--- src/rtl/add12u_arb_pkg.sv ---
// Shared types and constants for the add12u_share_arb slice.
package add12u_arb_pkg;

    typedef enum logic [1:0] {
        ST_IDLE   = 2'd0,
        ST_SETTLE = 2'd1,
        ST_RESP   = 2'd2
    } arb_state_t;

    localparam int OPW   = 12;
    localparam int SUMW  = 13;
    localparam int STATW = 16;

    // Increment a grant counter, sticking at all-ones instead of wrapping.
    function automatic logic [STATW-1:0] sat_inc(input logic [STATW-1:0] v);
        logic [STATW-1:0] r;
        if (v == 16'hFFFF) begin
            r = v;
        end else begin
            r = v + 16'd1;
        end
        return r;
    endfunction

endpackage

--- src/rtl/add12u_core.sv ---
// Exact 12-bit unsigned ripple-carry adder: one half adder at bit 0,
// eleven full adders above it, carry-out lands in O[12].
module add12u_core
    import add12u_arb_pkg::*;
(
    input  logic [OPW-1:0]  A,
    input  logic [OPW-1:0]  B,
    output logic [SUMW-1:0] O
);

    logic [OPW-1:0] carry_s;   // carry out of each bit position

    assign O[0]       = A[0] ^ B[0];
    assign carry_s[0] = A[0] & B[0];

    genvar i;
    generate
        for (i = 1; i < OPW; i++) begin : g_fa
            assign O[i]       = A[i] ^ B[i] ^ carry_s[i-1];
            assign carry_s[i] = (A[i] & B[i]) | (carry_s[i-1] & (A[i] ^ B[i]));
        end
    endgenerate

    assign O[OPW] = carry_s[OPW-1];

endmodule

--- src/rtl/add12u_share_arb.sv ---
// Round-robin sequencer sharing one add12u_core among NREQ requesters.
// A granted request's operands are latched, held for LAT cycles while the
// adder output settles (multicycle path), then the sum is registered and
// presented until the consumer accepts it.
// Optional build macro ADD12U_ARB_STATS_EN adds per-requester grant counters
// (stat_cnt) with a synchronous clear input (stat_clr).
module add12u_share_arb
    import add12u_arb_pkg::*;
#(
    parameter  int NREQ = 4,
    parameter  int LAT  = 2,
    localparam int IDW  = $clog2(NREQ)
) (
    input  logic                  clk,
    input  logic                  rst_n,
    input  logic [NREQ-1:0]       req_valid,
    output logic [NREQ-1:0]       req_ready,
    input  logic [OPW*NREQ-1:0]   req_a,
    input  logic [OPW*NREQ-1:0]   req_b,
    output logic                  rsp_valid,
    input  logic                  rsp_ready,
    output logic [SUMW-1:0]       rsp_sum,
    output logic [IDW-1:0]        rsp_id,
    output logic                  busy
`ifdef ADD12U_ARB_STATS_EN
    ,
    input  logic                  stat_clr,
    output logic [STATW*NREQ-1:0] stat_cnt
`endif
);

    localparam logic [IDW:0] NREQ_W   = (IDW+1)'(NREQ);
    localparam logic [3:0]   LAT_LOAD = 4'(LAT - 1);

    arb_state_t      state_q, state_d;
    logic [3:0]      cnt_q, cnt_d;
    logic [IDW-1:0]  rr_q, rr_d;
    logic [IDW-1:0]  id_q, id_d;
    logic [OPW-1:0]  a_q, a_d;
    logic [OPW-1:0]  b_q, b_d;
    logic [SUMW-1:0] sum_q, sum_d;
    logic [SUMW-1:0] add_o_s;
    logic            gnt_found_s;
    logic [IDW-1:0]  gnt_idx_s;
    logic [IDW-1:0]  cand_s;

    // (p + off) mod NREQ for p, off < NREQ.
    function automatic logic [IDW-1:0] wrap_add(input logic [IDW-1:0] p,
                                                input logic [IDW-1:0] off);
        logic [IDW:0] t;
        t = {1'b0, p} + {1'b0, off};
        if (t >= NREQ_W) begin
            t = t - NREQ_W;
        end else begin
            t = t;
        end
        return t[IDW-1:0];
    endfunction

    // The adder only ever sees the latched operands, so its paths stay
    // static for the whole settle window.
    add12u_core u_core (
        .A (a_q),
        .B (b_q),
        .O (add_o_s)
    );

    // Round-robin search: first valid requester at or after rr_q, wrapping.
    // Grants exist only in IDLE and never while reset is asserted.
    always_comb begin
        gnt_found_s = 1'b0;
        gnt_idx_s   = '0;
        cand_s      = '0;
        for (int i = 0; i < NREQ; i++) begin
            cand_s = wrap_add(rr_q, IDW'(i));
            if (!gnt_found_s && req_valid[cand_s] &&
                (state_q == ST_IDLE) && rst_n) begin
                gnt_found_s = 1'b1;
                gnt_idx_s   = cand_s;
            end else begin
                gnt_found_s = gnt_found_s;
            end
        end
    end

    // One-hot grant, asserted only in the accept cycle.
    always_comb begin
        req_ready = '0;
        if (gnt_found_s) begin
            req_ready[gnt_idx_s] = 1'b1;
        end else begin
            req_ready = '0;
        end
    end

    // FSM next-state: IDLE -> SETTLE -> RESP -> IDLE.
    always_comb begin
        state_d = state_q;
        case (state_q)
            ST_IDLE: begin
                if (gnt_found_s) begin
                    state_d = ST_SETTLE;
                end else begin
                    state_d = ST_IDLE;
                end
            end
            ST_SETTLE: begin
                if (cnt_q == 4'd0) begin
                    state_d = ST_RESP;
                end else begin
                    state_d = ST_SETTLE;
                end
            end
            ST_RESP: begin
                if (rsp_ready) begin
                    state_d = ST_IDLE;
                end else begin
                    state_d = ST_RESP;
                end
            end
            default: state_d = ST_IDLE;
        endcase
    end

    // Datapath next values: operand/id latch on accept, settle countdown,
    // sum capture when the countdown expires, pointer advance past the grant.
    always_comb begin
        cnt_d = cnt_q;
        rr_d  = rr_q;
        id_d  = id_q;
        a_d   = a_q;
        b_d   = b_q;
        sum_d = sum_q;
        if (gnt_found_s) begin
            a_d   = req_a[OPW*gnt_idx_s +: OPW];
            b_d   = req_b[OPW*gnt_idx_s +: OPW];
            id_d  = gnt_idx_s;
            cnt_d = LAT_LOAD;
            rr_d  = wrap_add(gnt_idx_s, IDW'(1));
        end else if (state_q == ST_SETTLE) begin
            if (cnt_q == 4'd0) begin
                sum_d = add_o_s;
            end else begin
                cnt_d = cnt_q - 4'd1;
            end
        end else begin
            cnt_d = cnt_q;
        end
    end

    // FSM state and datapath registers.
    always_ff @(posedge clk or negedge rst_n) begin
        if (!rst_n) begin
            state_q <= ST_IDLE;
            cnt_q   <= 4'd0;
            rr_q    <= '0;
            id_q    <= '0;
            a_q     <= '0;
            b_q     <= '0;
            sum_q   <= '0;
        end else begin
            state_q <= state_d;
            cnt_q   <= cnt_d;
            rr_q    <= rr_d;
            id_q    <= id_d;
            a_q     <= a_d;
            b_q     <= b_d;
            sum_q   <= sum_d;
        end
    end

    // Outputs decoded from registered state; sum/id come straight from flops.
    always_comb begin
        rsp_valid = (state_q == ST_RESP);
        busy      = (state_q != ST_IDLE);
        rsp_sum   = sum_q;
        rsp_id    = id_q;
    end

`ifdef ADD12U_ARB_STATS_EN
    logic [STATW-1:0] stat_q [NREQ];
    logic [STATW-1:0] stat_d [NREQ];

    // Grant counters: clear wins over a same-cycle grant, otherwise saturate.
    always_comb begin
        for (int i = 0; i < NREQ; i++) begin
            if (stat_clr) begin
                stat_d[i] = '0;
            end else if (gnt_found_s && (gnt_idx_s == IDW'(i))) begin
                stat_d[i] = sat_inc(stat_q[i]);
            end else begin
                stat_d[i] = stat_q[i];
            end
        end
    end

    // Grant counter registers.
    always_ff @(posedge clk or negedge rst_n) begin
        if (!rst_n) begin
            for (int i = 0; i < NREQ; i++) begin
                stat_q[i] <= '0;
            end
        end else begin
            for (int i = 0; i < NREQ; i++) begin
                stat_q[i] <= stat_d[i];
            end
        end
    end

    // Pack counters onto the flat output bus, requester i at [16*i +: 16].
    always_comb begin
        stat_cnt = '0;
        for (int i = 0; i < NREQ; i++) begin
            stat_cnt[STATW*i +: STATW] = stat_q[i];
        end
    end
`endif

endmodule

--- config.mk ---
export PLATFORM = sky130hd
export DESIGN_NAME = add12u_share_arb
export DESIGN_NICKNAME = d
export VERILOG_FILES = /design/src/rtl/add12u_arb_pkg.sv /design/src/rtl/add12u_core.sv /design/src/rtl/add12u_share_arb.sv
export SDC_FILE = /design/constraint.sdc
export NUM_CORES = 1
export LEC_CHECK = 0
export BUFFER_PORTS_ARGS = -buffer_cell sky130_fd_sc_hd__buf_2
export CAP_MARGIN = 20
export CORE_ASPECT_RATIO = 0.6
export CORE_MARGIN = 1.5
export CORE_UTILIZATION = 37
export CTS_CLUSTER_DIAMETER = 200
export DETAILED_ROUTE_END_ITERATION = 7
export GPL_TIMING_DRIVEN = 0
export PLACE_DENSITY = 0.73
export SYNTH_ARGS = -nofsm -noshare
export SYNTH_HDL_FRONTEND = slang
export SYNTH_SLANG_ARGS = --single-unit
--- constraint.sdc ---
create_clock -name clk -period 4.6 [get_ports clk]
set_clock_uncertainty 0.15 [all_clocks]
set_input_delay 0.23 -clock clk [delete_from_list [all_inputs] [get_ports clk]]
set_output_delay 0.23 -clock clk [all_outputs]
set_load 0.05 [all_outputs]
# Word level (Yosys, flattened, before mapping)
# Cells that the tools add are included.
[word_totals]
output_inout_bits = 21
wordCells = 144
input_bits = 103
reg_bits = 47
[classes]
eq_ne = 3
muxes = 31
bitwise_logic = 58
magnitude_cmp = 11
reduce_logical = 21
multipliers = 1
addsub = 10
n_shift = 2
[ops]
columns = ["operator", "count"]
rows = [
  ["indexed part select 48 x 7 -> 12 bit", 2],
  ["AND 1 bit", 23],
  ["bitwise XOR 1 bit", 23],
  ["two-way mux 2 bit", 11],
  ["two-way mux 4 bit", 4],
  ["less-than comparator 2 x 3 -> 1 bit (second input constant)", 5],
  [">= comparator 3 bit (second input constant)", 4],
  ["logical AND 1 bit", 12],
  ["OR 1 bit", 11],
  ["two-way mux 1 bit", 10],
  ["subtractor 2 x 1 -> 2 bit (second input constant)", 5],
  ["binary-select mux 1 bit (select 2 bit)", 4],
  ["adder 2 x 1 -> 3 bit (second input constant)", 2],
  ["adder 2 x 2 -> 3 bit (second input constant)", 2],
  ["case mux 2 bit (3 select lines)", 1],
  ["zero test 4 bit", 1],
  ["multiplier 2 x 2 -> 4 bit (first input constant)", 1],
  ["nonzero test 2 bit", 2],
  ["subtractor 4 x 1 -> 4 bit (second input constant)", 1],
  [">= comparator 2 x 3 -> 1 bit (second input constant)", 1],
  ["zero test 1 bit", 3],
  ["AND reduction 3 bit", 1],
  ["demux 1 bit (select 2 bit)", 1],
  ["== test 2 x 1 -> 1 bit (second input constant)", 1],
  ["other kinds (6)", 6],
]

# Longest topological paths before layout
# Gate-level depths: netlist of run 1.
[logic_depth]
ltp_word = 27
depth_mapped = 16
ltp_nobuf = 16

# Modules after synthesis
# Synthesis of run 1 repeated with hierarchy kept, for this count alone.
[unflattened]
cells_unflattened = 449
hier_area_um2 = 3819.9
[by_module_without_submodules]
columns = ["mod", "area_each_um2", "instances", "seq_area_each_um2", "cells_per_inst"]
rows = [
  ["add12u_share_arb", 3549.7, 1, 1176.1, 427],
  ["add12u_core", 270.3, 1, 0.0, 22],
]

# Worst setup path before layout of run 1
# Ideal clock, no wire load.
[synth_timing]
path_kind = "flip-flop to flip-flop"
from = "reg a_q[0]"
to = "reg sum_q[11], in the netlist rsp_sum[11]"
stages_incl_launch_ff = 17
arrival_time_ns = 4.757
n_path_buf = 0
setup_time_ns = 0.083
setup_slack_ns = -0.390
required_ns = 4.367
period_less_slack_ns = 4.990
path_cell_list = "dfrtp_1 -> ha_1 -> fa_1 -> inv_1 -> fa_1 -> inv_1 -> fa_1 -> fa_1 -> fa_1 -> fa_1 -> fa_1 -> fa_1 -> fa_1 -> fa_1 -> inv_1 -> fa_1 -> o21ai_0"
[synth_between]
elab_chain_cells = 22
[synth_rtl]
columns = ["item", "line", "text"]
rows = [
  ["start: declaration", "add12u_share_arb.sv:39", "logic [OPW-1:0] a_q, a_d;"],
  ["start signal: assignment", "add12u_share_arb.sv:158", "a_q <= '0;"],
  ["start signal: assignment", "add12u_share_arb.sv:166", "a_q <= a_d;"],
  ["AND 1 bit", "add12u_core.sv:14", "assign carry_s[0] = A[0] & B[0];"],
  ["AND 1 bit", "add12u_core.sv:20", "assign carry_s[i] = (A[i] & B[i]) | (carry_s[i-1] & (A[i] ^ B[i]));"],
  ["OR 1 bit", "add12u_core.sv:20", ""],
  ["AND 1 bit", "add12u_core.sv:20", ""],
  ["OR 1 bit", "add12u_core.sv:20", ""],
  ["AND 1 bit", "add12u_core.sv:20", ""],
  ["OR 1 bit", "add12u_core.sv:20", ""],
  ["AND 1 bit", "add12u_core.sv:20", ""],
  ["[6 not listed]", "-", ""],
  ["OR 1 bit", "add12u_core.sv:20", ""],
  ["AND 1 bit", "add12u_core.sv:20", ""],
  ["OR 1 bit", "add12u_core.sv:20", ""],
  ["AND 1 bit", "add12u_core.sv:20", ""],
  ["OR 1 bit", "add12u_core.sv:20", ""],
  ["AND 1 bit", "add12u_core.sv:20", ""],
  ["OR 1 bit", "add12u_core.sv:20", ""],
  ["bitwise XOR 1 bit", "add12u_core.sv:19", "assign O[i] = A[i] ^ B[i] ^ carry_s[i-1];"],
  ["end signal: assignment", "add12u_share_arb.sv:168", "sum_q <= sum_d;"],
  ["end: declaration", "add12u_share_arb.sv:41", "logic [SUMW-1:0] sum_q, sum_d;"],
]
# No other way between the ends.
# A chain may end at the register's enable or synchronous reset.

# Worst setup path in the final report of run 1
[layout_timing]
from = "reg b_q[0]"
to = "reg sum_q[11], in the netlist rsp_sum[11]"
[layout_between]
elab_chain_cells = 22
[layout_rtl]
columns = ["item", "line", "text"]
rows = [
  ["start: declaration", "add12u_share_arb.sv:40", "logic [OPW-1:0] b_q, b_d;"],
  ["start signal: assignment", "add12u_share_arb.sv:159", "b_q <= '0;"],
  ["start signal: assignment", "add12u_share_arb.sv:167", "b_q <= b_d;"],
  ["AND 1 bit", "add12u_core.sv:14", ""],
  ["AND 1 bit", "add12u_core.sv:20", ""],
  ["OR 1 bit", "add12u_core.sv:20", ""],
  ["AND 1 bit", "add12u_core.sv:20", ""],
  ["OR 1 bit", "add12u_core.sv:20", ""],
  ["AND 1 bit", "add12u_core.sv:20", ""],
  ["OR 1 bit", "add12u_core.sv:20", ""],
  ["AND 1 bit", "add12u_core.sv:20", ""],
  ["[6 not listed]", "-", ""],
  ["OR 1 bit", "add12u_core.sv:20", ""],
  ["AND 1 bit", "add12u_core.sv:20", ""],
  ["OR 1 bit", "add12u_core.sv:20", ""],
  ["AND 1 bit", "add12u_core.sv:20", ""],
  ["OR 1 bit", "add12u_core.sv:20", ""],
  ["AND 1 bit", "add12u_core.sv:20", ""],
  ["OR 1 bit", "add12u_core.sv:20", ""],
  ["bitwise XOR 1 bit", "add12u_core.sv:19", ""],
]
# No other way between the ends.

==> flow_metrics.env, run 1 <==
export IMPL_status="finished, violations left"
export IMPL_violations="setup timing"
export IMPL_clockBufferDepth=2
export IMPL_synth_top_area_share_pct=38.4
export IMPL_slowest_stage="fa_1"
export IMPL_drive_gt1_share_pct=34.1
export IMPL_grt_usage_pct=24.8
export IMPL_coreArea_sq_um=7950
export IMPL_gp_congestion=0.881
export IMPL_cts_tree="built"
export IMPL_rows=25
export IMPL_crit_chain="ha_2 -> fa_2 -> inv_2 -> fa_1 -> inv_1 -> fa_2 -> fa_2 -> fa_2 -> fa_2 -> fa_2 -> fa_2 -> fa_2 -> fa_2 -> inv_2 -> fa_1 -> o21ai_1"
export IMPL_slew_violations=0
export IMPL_die_w_microns=121
export IMPL_reg2regPathDepth=16
export IMPL_antenna_found_initial=0
export IMPL_grt_ovfl_total=0
export IMPL_synth_avg_cell_area_sq_um=8.91
export IMPL_cts_buffers=5
export IMPL_post_route_period_util_pct=105
export IMPL_path_delay_family="adder cells"
export IMPL_rsz0062_at_grt="true"
export IMPL_grt_max_degree=49
export IMPL_synth_nets=464
export IMPL_worst_path_buf_inv=3
export IMPL_p_leak_uw=0.00186
export IMPL_yosysTopAreaCell="dfrtp_1"
export IMPL_start_kind="flop"
export IMPL_drc=0
export IMPL_fin_area_sq_um=4040
export IMPL_antenna_left=0
export IMPL_worstHoldStart="req_a[35]"
export IMPL_p_per_area_nw_per_um2=689
export IMPL_nNetsFinal=598
export IMPL_yosys_warnings=0
export IMPL_fillerInstances=775
export IMPL_dpl_worst_slack_ns=-0.408
export IMPL_die_area_sq_um=8860
export IMPL_io_pins=124
export IMPL_syn_cell_area_sq_um=3070
export IMPL_crit_type="flop to flop"
export IMPL_hpwlAfterDp_microns=8300
export IMPL_regToRegSetupSlack_ns=-0.25
export IMPL_worstPathArrival_ns=4.93
export IMPL_drt_iter0_markers=258
export IMPL_die_h_microns=73.5
export IMPL_ys_top_cells_by_area="dfrtp_1, fa_1, a211o_1"
export IMPL_finish_utilization_pct=50.8
export IMPL_synthDistinctLibCells=36
export IMPL_wl_per_cell_microns=18.1
export IMPL_routed_via_density=5.62
export IMPL_slew_headroom_pct=56.9
export IMPL_cts_setup_buffers=0
export IMPL_synth_edf_count=0
export IMPL_drt_pass1_iter_count=5
export IMPL_timing_final_crit_period_ns=4.85
export IMPL_placed_cell_area_sq_um=3830
export IMPL_final_setup_worst_slack_ns=-0.247
export IMPL_synth_common_cells="dfrtp_1, nand2_1, nor2_1"
export IMPL_portBuffers=123
export IMPL_syn_inst=344
export IMPL_setup_tns_ns=-0.247
export IMPL_r2r_end="rsp_sum[11]"
export IMPL_async_flop_share_pct=100
export IMPL_path_clk_slew_ns=0.07
export IMPL_hold_path_end="a_q[11]"
export IMPL_grt_pass1_wl_microns=16200
export IMPL_n_antenna_cell=0
export IMPL_cp_common_cell="fa_2"
export IMPL_worstReg2RegStart="b_q[0]"
export IMPL_yosys_most_used_dff="dfrtp_1"
export IMPL_worstMarginPinSlew_ns=0.647
export IMPL_vdd_ir_drop_worst_uv=294
export IMPL_min_path_cells=3
export IMPL_root_buffer="clkbuf_16"
export IMPL_drv_cap=0
export IMPL_routed_wl_microns=10600
export IMPL_synth_seq_cells=47
export IMPL_cp_end_kind="flop"
export IMPL_cts_max_level=2
export IMPL_synthToLayoutAreaGrowth_pct=31.6
export IMPL_final_hold_violation_count=0
export IMPL_cp_max_fo=2
export IMPL_start_util_pct=38.6
export IMPL_dr_total_vias=3292
export IMPL_hp_class="primary input to flop"
export IMPL_slowest_delay_ns=0.42
export IMPL_clk_latency_ns=0.30
export IMPL_cp_required_ns=4.68
export IMPL_clkSinkCount=47
export IMPL_setup_viol=1
export IMPL_fmax_mhz=206
export IMPL_ys_seq_area_share_pct=38.4
export IMPL_first_global_vias=3178
export IMPL_synth_most_common_cell="dfrtp_1"
## tightest hold or removal path, delay by kind of cell
kind	cells	cell delay, ns
buf+inv	1	0.09
simple gates	1	0.05
compound gates	1	0.09
## worst max-delay path by stage
stage	from	depth (start not counted)	to	slack (ns)
2_1_floorplan	a_q[0]	16	rsp_sum[11]	-0.11
3_3_place_gp	a_q[0]	16	rsp_sum[11]	-0.31
3_5_place_dp	a_q[0]	16	rsp_sum[11]	-0.41
4_1_cts	a_q[0]	16	rsp_sum[11]	-0.27
5_1_grt	a_q[0]	16	rsp_sum[11]	-0.35
6_report	b_q[0]	16	rsp_sum[11]	-0.25
## layer usage
metal	global-route usage (%)	wire, microns	part of all wire [%]
met5	0	0	0
met4	8.50	199	1.9
met1	33.8	4780	45
met3	6.91	1170	11
met2	38.4	4470	42
## cells in the final DEF (no fill, tap or decap), types with 2 or more instances in the layout
master         Yosys  routed
a32oi_1           24      24
inv_1             15      13
dlygate4sd3_1      0       2
and2_1             4       4
inv_2              0       2
nand2_1           43      43
a211o_1           25      25
buf_2              7     130
xnor2_1            2       2
nand2b_1           3       3
dfrtp_1           47      47
clkbuf_16          0       5
fa_1              11       2
fa_2               0       9
a21oi_1            7       7
ha_1               6       5
or3_1              2       2
buf_6              4       4
clkbuf_1          16      16
nor2_1            32      32
a31oi_1           20      20
o21ai_0           30      29
nand3_1           29      29
## state kept, by name, summed over array words and instances (netlist names)
signal and count:
rsp_sum 13, state_q 2, cnt_q 4, a_q 12, b_q 12, rsp_id 2, rr_q 2
## where the power goes
group	internal, uW	switching, uW	leakage [uW]	total [uW]
sequential	622	160	0.000568	782
clock	199	167	0.0000696	366
combinational	564	1070	0.00122	1630
total	1380	1390	0.00186	2780
## kinds of logic (layout without fill, tap and decap cells)
family | count (synthesis) | after routing | synth area share (%)
AND/OR/NAND/NOR | 121 | 121 | 17.8
AO/OA/AOI/OAI | 112 | 112 | 26.6
flip-flops | 47 | 47 | 38.4
buffers and inverters | 44 | 178 | 6.69
adder cells (fa/ha/maj) | 17 | 17 | 9.63
XOR/XNOR | 2 | 2 | 0.572
multiplexers | 1 | 1 | 0.327
## what timing repair did
item                                   CTS  global route
hold buffers                             1             1
setup endpoints to repair                3             3
pin swaps                                1             0
resized for setup                        5             0
endpoints found under the hold margin    1            24
## layout make-up
cell class | count | area [sq um] | share of cell area, %
Sequential cell | 47 | 1180 | 29.1
Timing Repair Buffer | 127 | 671 | 16.6
Multi-Input combinational cell | 253 | 1710 | 42.4
Buffer | 29 | 149 | 3.69
Tap cell | 108 | 135 | 3.35
Inverter | 15 | 56.3 | 1.40
Clock inverter | 2 | 13.8 | 0.341
Clock buffer | 5 | 125 | 3.10
## per-stage QoR
step                      power, uW  cells  hold slack, ns
after global routing           3000    586          0.0847
final                          2780    586          0.0690
after detailed placement       2390    575           0.288
after CTS                      2770    583          0.0259
after floorplan                1910    344          -0.216
after global placement         2330    575           0.308
(Power assumes the default switching activity.)
==> inputs of run 2 (changes only) <==
--- a/config.mk
+++ b/config.mk
@@ -10,10 +10,12 @@
 export CORE_ASPECT_RATIO = 0.6
 export CORE_MARGIN = 1.5
 export CORE_UTILIZATION = 37
+export CTS_BUF_LIST = sky130_fd_sc_hd__clkbuf_8
 export CTS_CLUSTER_DIAMETER = 200
 export DETAILED_ROUTE_END_ITERATION = 7
 export GPL_TIMING_DRIVEN = 0
 export PLACE_DENSITY = 0.73
+export SLEW_MARGIN = 0
 export SYNTH_ARGS = -nofsm -noshare
 export SYNTH_HDL_FRONTEND = slang
 export SYNTH_SLANG_ARGS = --single-unit
==> run 2 against run 1 <==
  * The flow still finishes with violations (setup timing)
  * Total power fell by 3.9%
  * Combinational power about the same
  * Sequential power is essentially flat
  * Non-clock buffer count did not move
  * Register-to-register slack barely moved
  * Count of clock-buffer cells in the layout unchanged
  * Flip-flop and latch count did not move
  * Worst setup slack got worse by 0.014 ns
  * Die area is the same
  * Final cell count is the same
  * Critical endpoint unchanged
  * Largest power group unchanged
==> flow_metrics.env, run 2 (same netlist as run 1, synthesis figures left out) <==
export IMPL_start_kind="flop"
export IMPL_grt_pass1_wl_microns=16000
export IMPL_worstHoldStart="req_a[35]"
export IMPL_rsz0062_at_grt="true"
export IMPL_drt_pass1_iter_count=5
export IMPL_clk_latency_ns=0.32
export IMPL_die_h_microns=73.5
export IMPL_setup_viol=1
export IMPL_start_util_pct=38.6
export IMPL_slew_headroom_pct=57.1
export IMPL_grt_use_met1_pct=33.1
export IMPL_final_setup_worst_slack_ns=-0.261
export IMPL_worstReg2RegStart="a_q[0]"
export IMPL_die_w_microns=121
export IMPL_total_power_uw=2670
export IMPL_worst_path_buf_inv=3
export IMPL_busiest_layer="met2"
export IMPL_dpl_worst_slack_ns=-0.408
export IMPL_crit_chain="ha_2 -> fa_2 -> inv_2 -> fa_1 -> inv_1 -> fa_2 -> fa_2 -> fa_2 -> fa_2 -> fa_2 -> fa_2 -> fa_2 -> fa_2 -> inv_2 -> fa_1 -> o21ai_1"
export IMPL_regToRegSetupSlack_ns=-0.26
export IMPL_cp_max_fo=2
export IMPL_setup_tns_ns=-0.261
export IMPL_grt_ovfl_total=0
export IMPL_finish_utilization_pct=50.1
export IMPL_grt_max_degree=49
export IMPL_holdWs_ns=0.0478
export IMPL_drt_iter0_markers=263
export IMPL_synthToLayoutAreaGrowth_pct=29.8
export IMPL_hold_path_end="a_q[11]"
export IMPL_cts_buffers=5
export IMPL_reg2regPathDepth=16
export IMPL_clockBufferDepth=2
export IMPL_fmax_mhz=206
export IMPL_r2r_end="rsp_sum[11]"
export IMPL_routed_via_density=5.62
export IMPL_worstMarginPinSlew_ns=0.644
export IMPL_rows=25
export IMPL_layout_common_cells="buf_2, dfrtp_1, nand2_1"
export IMPL_die_area_sq_um=8860
export IMPL_drive_gt1_share_pct=34.1
export IMPL_antenna_left=0
export IMPL_path_clk_slew_ns=0.09
export IMPL_grtUsageMet2_pct=38.4
export IMPL_antenna_found_initial=0
export IMPL_min_path_cells=3
export IMPL_wl_per_cell_microns=18.1
export IMPL_gp_congestion=0.881
export IMPL_p_leak_uw=0.00183
export IMPL_layout_commonest_cell="buf_2"
export IMPL_timing_final_crit_period_ns=4.86
export IMPL_cp_end_kind="flop"
export IMPL_cp_required_ns=4.70
export IMPL_routed_wl_microns=10600
export IMPL_root_buffer="clkbuf_8"
export IMPL_worstPathArrival_ns=4.96
export IMPL_vdd_ir_drop_worst_uv=293
export IMPL_grt_usage_pct=24.5
export IMPL_path_delay_family="adder cells"
export IMPL_slowest_delay_ns=0.42
export IMPL_slowest_stage="fa_1"
export IMPL_post_route_period_util_pct=106
export IMPL_dr_total_vias=3291
export IMPL_nNetsFinal=598
export IMPL_hpwlAfterDp_microns=8300
export IMPL_cts_tree="built"
export IMPL_cp_common_cell="fa_2"
export IMPL_use_met3_pct=6.75
export IMPL_first_global_vias=3204
export IMPL_hp_class="primary input to flop"
export IMPL_crit_type="flop to flop"
export IMPL_status="finished, violations left"
export IMPL_p_per_area_nw_per_um2=671
export IMPL_portBuffers=123
export IMPL_drc=0
export IMPL_final_hold_violation_count=0
export IMPL_io_pins=124
export IMPL_coreArea_sq_um=7950
export IMPL_slew_violations=0
export IMPL_crit_start="a_q[0]"
export IMPL_violations="setup timing"
export IMPL_largest_reg_flops=13
export IMPL_n_antenna_cell=0
export IMPL_drv_cap=0
export IMPL_clkSinkCount=47
export IMPL_cts_setup_buffers=0
export IMPL_cts_max_level=2
run 2: how the worst max path moves through the flow:
| stage | end | slack [ns] | cells after the start |
|---|---|---|---|
| after floorplan | rsp_sum[11] | -0.11 | 16 |
| after global placement | rsp_sum[11] | -0.31 | 16 |
| after detailed placement | rsp_sum[11] | -0.41 | 16 |
| after CTS | rsp_sum[11] | -0.27 | 16 |
| after global routing | rsp_sum[11] | -0.35 | 16 |
| final | rsp_sum[11] | -0.26 | 16 |
run 2: per-stage QoR:
step                      cells  area (sq um)
after floorplan             344          3080
after global placement      575          3830
after detailed placement    575          3830
after CTS                   584          3940
after global routing        586          3980
final                       586          3980
run 2: worst reg2reg max path, cell delays in order, from the launching register on:
cell     delay, ns
dfrtp_1       0.39
ha_2          0.20
fa_2          0.34
inv_2         0.06
fa_1          0.16
inv_1         0.06
fa_2          0.35
fa_2          0.37
fa_2          0.34
fa_2          0.34
fa_2          0.35
fa_2          0.35
fa_2          0.36
fa_2          0.36
inv_2         0.06
fa_1          0.42
o21ai_1       0.13
run 2: where the power goes:
part           leakage (uW)  switching (uW)  internal [uW]  total, uW
registers          0.000568             160            621        780
logic               0.00122            1070            564       1630
clock network     0.0000440             155            104        259
run 2: timing repair:
action | in CTS | in global routing
resized for setup | 5 | 0
hold buffers | 2 | 0
pin swaps | 1 | 0
hold endpoints to repair | 5 | 0
setup endpoints to repair | 3 | 3
run 2: routing by layer:
| metal | vias up | routed length (microns) |
|---|---|---|
| met5 | - | 0 |
| met4 | 0 | 156 |
| met3 | 18 | 1210 |
| met2 | 196 | 4480 |
| li1 | 1516 | - |
| met1 | 1561 | 4740 |
run 2: area by class of cell:
type,count,area (sq um)
fill,785,3970
clock inverter,2,13.8
inverter,15,56.3
timing repair buffer,127,671
sequential,47,1180
multi-input combinational,253,1710
buffer,29,149
tap,108,135
clock buffer,5,68.8
